--- src/rtl/fifo_pkg.sv ---
// Shared sizing constants for the 8-deep FIFO and its pointer sub-module.
package fifo_pkg;

  localparam int unsigned DEPTH    = 8;
  localparam int unsigned PTR_W    = 3;
  localparam int unsigned CNT_W    = 4;
  localparam int unsigned AF_LEVEL = 7;
  localparam int unsigned AE_LEVEL = 1;

endpackage

--- src/rtl/fifo_8deep_if.sv ---
// Request/status bundle between a FIFO user (master) and fifo_8deep (slave).
interface fifo_8deep_if
  import fifo_pkg::*;
#(
  parameter int unsigned DATA_W = 16
) ();

  logic              clr;
  logic              push;
  logic [DATA_W-1:0] data_in;
  logic              pop;
  logic [DATA_W-1:0] data_out;
  logic              full;
  logic              empty;
  logic [CNT_W-1:0]  count;
  logic              almost_full;
  logic              almost_empty;
  logic              err;

  modport master (
    output clr, push, data_in, pop,
    input  data_out, full, empty, count, almost_full, almost_empty, err
  );

  modport slave (
    input  clr, push, data_in, pop,
    output data_out, full, empty, count, almost_full, almost_empty, err
  );

endinterface

--- src/rtl/dff.sv ---
// Plain D flip-flop bank with synchronous active-high reset to zero.
module dff #(
  parameter int unsigned W = 1
) (
  input  logic         clk,
  input  logic         rst,
  input  logic [W-1:0] d,
  output logic [W-1:0] q
);

  always_ff @(posedge clk) begin
    if (rst) begin
      q <= '0;
    end else begin
      q <= d;
    end
  end

endmodule

--- src/rtl/fifo_ptr.sv ---
// Wrapping FIFO pointer: clr beats inc; the natural 3-bit overflow provides the 7 -> 0 wrap.
module fifo_ptr
  import fifo_pkg::*;
(
  input  logic             clk,
  input  logic             rst,
  input  logic             inc,
  input  logic             clr,
  output logic [PTR_W-1:0] ptr
);

  logic [PTR_W-1:0] ptr_d;

  always_comb begin
    ptr_d = ptr;
    if (clr) begin
      ptr_d = '0;
    end else if (inc) begin
      ptr_d = ptr + 1'b1;
    end
  end

  dff #(
    .W (PTR_W)
  ) u_dff (
    .clk (clk),
    .rst (rst),
    .d   (ptr_d),
    .q   (ptr)
  );

endmodule

--- src/rtl/fifo_8deep.sv ---
// 8-entry first-word-fall-through FIFO with registered status and error pulse.
// Define FIFO_ALMOST_FLAGS_EN to build the almost_full / almost_empty flags.
module fifo_8deep
  import fifo_pkg::*;
#(
  parameter int unsigned DATA_W = 16
) (
  input  logic         clk,
  input  logic         rst,
  fifo_8deep_if.slave  bus
);

  logic [DATA_W-1:0] mem [DEPTH];
  logic [PTR_W-1:0]  wr_ptr, rd_ptr;
  logic [CNT_W-1:0]  count_q, count_d;
  logic              full_q, full_d, empty_q, empty_d, err_q, err_d;
  logic              push_ok, pop_ok;

  // A pop on a full FIFO frees the slot, so the simultaneous push is accepted too.
  always_comb begin
    pop_ok  = bus.pop & ~empty_q;
    push_ok = bus.push & (~full_q | pop_ok);
    count_d = count_q;
    err_d   = 1'b0;
    if (bus.clr) begin
      count_d = '0;
    end else begin
      count_d = count_q + CNT_W'(push_ok) - CNT_W'(pop_ok);
      err_d   = (bus.push & ~push_ok) | (bus.pop & ~pop_ok);
    end
    full_d  = (count_d == CNT_W'(DEPTH));
    empty_d = (count_d == '0);
  end

  always_ff @(posedge clk) begin
    if (rst) begin
      count_q <= '0;
      full_q  <= 1'b0;
      empty_q <= 1'b1;
      err_q   <= 1'b0;
    end else begin
      count_q <= count_d;
      full_q  <= full_d;
      empty_q <= empty_d;
      err_q   <= err_d;
    end
  end

  fifo_ptr u_wr_ptr (
    .clk (clk),
    .rst (rst),
    .inc (push_ok),
    .clr (bus.clr),
    .ptr (wr_ptr)
  );

  fifo_ptr u_rd_ptr (
    .clk (clk),
    .rst (rst),
    .inc (pop_ok),
    .clr (bus.clr),
    .ptr (rd_ptr)
  );

  // Storage is deliberately left out of reset.
  always_ff @(posedge clk) begin
    if (push_ok && !bus.clr && !rst) begin
      mem[wr_ptr] <= bus.data_in;
    end
  end

  assign bus.data_out = empty_q ? '0 : mem[rd_ptr];
  assign bus.full     = full_q;
  assign bus.empty    = empty_q;
  assign bus.count    = count_q;
  assign bus.err      = err_q;

`ifdef FIFO_ALMOST_FLAGS_EN
  logic af_q, ae_q;

  always_ff @(posedge clk) begin
    if (rst) begin
      af_q <= 1'b0;
      ae_q <= 1'b1;
    end else begin
      af_q <= (count_d >= CNT_W'(AF_LEVEL));
      ae_q <= (count_d <= CNT_W'(AE_LEVEL));
    end
  end

  assign bus.almost_full  = af_q;
  assign bus.almost_empty = ae_q;
`else
  assign bus.almost_full  = 1'b0;
  assign bus.almost_empty = 1'b0;
`endif

endmodule

--- src/flat_wrapper.sv ---
// flat-port wrapper written by rule: the top's interface ports become plain ports
module fifo_8deep_flat import fifo_pkg::*;
#(
  parameter int unsigned DATA_W = 16
)
  (clk, rst, bus_clr, bus_push, bus_data_in, bus_pop, bus_data_out, bus_full, bus_empty, bus_count, bus_almost_full, bus_almost_empty, bus_err);
  fifo_8deep_if #(.DATA_W(DATA_W)) bus_i ();
  input  logic clk;
  input  logic rst;
  input wire logic [$bits(bus_i.clr)-1:0] bus_clr;
  input wire logic [$bits(bus_i.push)-1:0] bus_push;
  input wire logic [$bits(bus_i.data_in)-1:0] bus_data_in;
  input wire logic [$bits(bus_i.pop)-1:0] bus_pop;
  output wire logic [$bits(bus_i.data_out)-1:0] bus_data_out;
  output wire logic [$bits(bus_i.full)-1:0] bus_full;
  output wire logic [$bits(bus_i.empty)-1:0] bus_empty;
  output wire logic [$bits(bus_i.count)-1:0] bus_count;
  output wire logic [$bits(bus_i.almost_full)-1:0] bus_almost_full;
  output wire logic [$bits(bus_i.almost_empty)-1:0] bus_almost_empty;
  output wire logic [$bits(bus_i.err)-1:0] bus_err;
  assign bus_i.clr = bus_clr;
  assign bus_i.push = bus_push;
  assign bus_i.data_in = bus_data_in;
  assign bus_i.pop = bus_pop;
  assign bus_data_out = bus_i.data_out;
  assign bus_full = bus_i.full;
  assign bus_empty = bus_i.empty;
  assign bus_count = bus_i.count;
  assign bus_almost_full = bus_i.almost_full;
  assign bus_almost_empty = bus_i.almost_empty;
  assign bus_err = bus_i.err;
  fifo_8deep #(.DATA_W(DATA_W)) u_core (.clk(clk), .rst(rst), .bus(bus_i));
endmodule
--- config.mk ---
export PLATFORM = sky130hd
export DESIGN_NAME = fifo_8deep_flat
export DESIGN_NICKNAME = d
export VERILOG_FILES = /design/src/rtl/fifo_pkg.sv /design/src/rtl/fifo_8deep_if.sv /design/src/rtl/dff.sv /design/src/rtl/fifo_ptr.sv /design/src/rtl/fifo_8deep.sv /design/src/flat_wrapper.sv
export SDC_FILE = /design/constraint.sdc
export NUM_CORES = 1
export LEC_CHECK = 0
export ABC_AREA = 0
export BUFFER_PORTS_ARGS = -buffer_cell sky130_fd_sc_hd__buf_2
export CORE_MARGIN = 1.5
export CORE_UTILIZATION = 35
export CTS_CLUSTER_DIAMETER = 60
export CTS_CLUSTER_SIZE = 16
export DETAILED_ROUTE_END_ITERATION = 12
export SYNTH_ARGS = -nofsm -noshare
export SYNTH_HDL_FRONTEND = slang
export SYNTH_SLANG_ARGS = --single-unit
--- constraint.sdc ---
create_clock -name clk -period 2.98 [get_ports clk]
set_input_delay 0.596 -clock clk [delete_from_list [all_inputs] [get_ports clk]]
set_output_delay 0.596 -clock clk [all_outputs]
set_load 0.005 [all_outputs]
==> impl_metrics.json <==
{
  "cp_max_fo": 32,
  "grtUsageMet3": 0.0434,
  "wl_per_cell_um": 17.5,
  "multiInputGateArea_um2": 1320,
  "power_density_nw_per_um2": 693,
  "cts_made_buffers": 17,
  "hp-class": "input port to flop",
  "start_util": 0.354,
  "gr-max-usage-layer": "met2",
  "p_leak_nw": 2.30,
  "place.gp.congestion": 0.726,
  "die_h_um": 129,
  "arrival_ps": 1990,
  "die-area_um2": 16700,
  "drt-initial-drc-count": 191,
  "seq_area_frac_synth": 0.745,
  "ys_types": 31,
  "critical-path-top-delay-family": "multiplexers",
  "core_um2": 15800,
  "postCtsSetupBuffers": 0,
  "synth-main-ff-cell": "edfxtp_1",
  "min_period_ps": 2590,
  "synth_area_per_cell_um2": 20.7,
  "rsz0062_at_grt": "no",
  "first_pass_iters": 4,
  "crit_slowest_cell": "mux4_1",
  "cts_tree": "built",
  "ir_drop_uv": 421,
  "yosysWarnings": 0,
  "post-place-cells": 531,
  "place_ws_ps": 494,
  "final_max_slew_viol_count": 0,
  "status": "completed",
  "clock_path_buffers": 2,
  "postCtsHoldBufs": 0,
  "ys_ff_latch": 144,
  "ios": 46,
  "netlist_instances": 270,
  "p_sw_w": 0.000889,
  "netlist.area_leader.share": 0.688,
  "fin_ws_ps": 392,
  "grt_max_degree": 33,
  "syn-cell-area_um2": 5590,
  "synth_edf_count": 128,
  "grt_overflow": 0,
  "post_cts_resized": 0,
  "synth_top_cell_by_area": "edfxtp_1",
  "synthArstFlopShare": 0,
  "netlist_top_cells_count": "edfxtp_1 (128), mux4_2 (17), a22o_1 (16), dfxtp_1 (16)",
  "fmax_mhz": 386,
  "vias_per_cell": 4.70,
  "path_class": "flop to output port",
  "fin_nets": 362,
  "start_kind": "flop",
  "hold_violations": 0,
  "finalWirelength_mm": 9.86,
  "p_int_w": 0.00378,
  "regArea_um2": 4170,
  "htreeDepth": 4,
  "synthToLayoutAreaGrowth_pct": 20.6,
  "cp_num_buf_inv": 2,
  "insertion_delay_ps": 410,
  "dp_hpwl_mm": 5.78,
  "n_fill_cell": 1412,
  "vias": 2648,
  "cap_viol_max_count": 0,
  "grt_antenna_before_repair": 0,
  "clockPowerShare": 0.475,
  "final_util": 0.427,
  "clock-sinks": 144,
  "setup_viol": 0,
  "p_total_w": 0.00467,
  "p_sw_frac": 0.190,
  "period_share": 0.869,
  "slowest_delay_ps": 590,
  "drive_gt1_frac": 0.315,
  "final.setup.tns_ps": 0,
  "first_global_vias": 2776,
  "die_w_um": 129,
  "stdcell_count": 563,
  "port_buffers": 43,
  "seqPwrFrac": 0.477,
  "root_buffer": "clkbuf_16",
  "path_cells": "buf_12 -> mux4_1 -> a22o_1 -> buf_2",
  "antenna_left": 0,
  "clkTransAtPathRegs_ps": 60,
  "drc": 0,
  "skew_ps": 7.36,
  "crit_path_end_kind": "output port",
  "grt_first_pass_wirelength_mm": 15.3,
  "p_comb_frac": 0.047,
  "grtUsageMet1": 0.159,
  "synth_area_leaders": "edfxtp_1 (69%), mux4_1 (7.1%), mux4_2 (6.8%)",
  "rows": 46,
  "grtUsageTotal": 0.129,
  "required_ps": 2380,
  "grt_use_met2": 0.214,
  "synth_most_common_cell": "edfxtp_1"
}
## cell type report
class,count,share of cell area
Multi-Input combinational cell,107,0.195
Sequential cell,144,0.618
Antenna cell,1,0.000371
Clock inverter,13,0.0288
Inverter,6,0.00334
Timing Repair Buffer,58,0.0505
Tap cell,216,0.0401
Clock buffer,18,0.0637
## kinds of logic after synthesis
family,after synthesis,share of synthesized area
mux,35,0.144
other cells,1,0.000671
compound gates,22,0.0320
fa+ha+maj,7,0.0170
buf+inv,20,0.0239
xor+xnor,5,0.00783
simple gates,36,0.0293
flops,144,0.745
## worst reg2reg max path: stages (launching register included)
cell	delay (ps)
dfxtp_1	360
nor2b_1	390
ha_1	310
inv_1	60
ha_1	180
fa_1	430
nor2_1	150
nand2_1	70
nor3_1	140
## sequential cells by signal, indices dropped and copies added (netlist names), named ones only
register,cells
u_core.mem,128
u_core.u_wr_ptr.u_dff.q,3
u_core.u_rd_ptr.u_dff.q,3
u_core.bus.err,1
u_core.bus.empty,1
u_core.bus.count,4
u_core.bus.full,1
## path summary, 6_finish.rpt
check                                                              from                                      end  slack [ps]  depth (start not counted)
worst min register to register  u_core.u_wr_ptr.u_dff.q[0]$_SDFFE_PP0P_  u_core.u_wr_ptr.u_dff.q[0]$_SDFFE_PP0P_         500                          2
worst max-delay path                                               flop                          bus_data_out[0]         390                          4
worst min-delay path                                    bus_data_in[10]              u_core.mem[1][10]$_DFFE_PP_         460                          1
worst max register to register              u_core.bus.empty$_SDFF_PP1_               u_core.bus.full$_SDFF_PP0_         820                          8
## power by group through the flow
stage / sequential (W) / clock (W) / combinational [W]
2_1_floorplan: 0.00227 / 0 / 0.000135
5_1_grt: 0.00223 / 0.00235 / 0.000250
3_5_place_dp: 0.00227 / 0 / 0.000225
4_1_cts: 0.00223 / 0.00226 / 0.000226
3_3_place_gp: 0.00227 / 0 / 0.000220
6_report: 0.00223 / 0.00222 / 0.000222
## cells in the final DEF, fill, tap and decap left out, drive strengths merged, types with 5 or more instances in the layout
| cell type | count |
|---|---|
| mux4 | 32 |
| clkinv | 5 |
| clkbuf | 18 |
| bufinv | 5 |
| edfxtp | 128 |
| nor3 | 6 |
| ha | 6 |
| inv | 6 |
| buf | 58 |
| nand2 | 6 |
| dfxtp | 16 |
| a22o | 16 |
| nor2 | 15 |
## stage by stage
step / hold WS [ps] / instance area [um^2]
5_1_grt: 441 / 6740
3_3_place_gp: 494 / 6110
3_5_place_dp: 500 / 6110
6_report: 457 / 6740
4_1_cts: 444 / 6740
2_1_floorplan: 475 / 5590
## per-layer routing
metal / up-vias / wire length, um
li1: 1232 / -
met1: 1342 / 4280
met2: 64 / 4980
met3: 10 / 500
met4: 0 / 104
met5: - / 0
No activity file was read; power rests on OpenSTA's default activity.
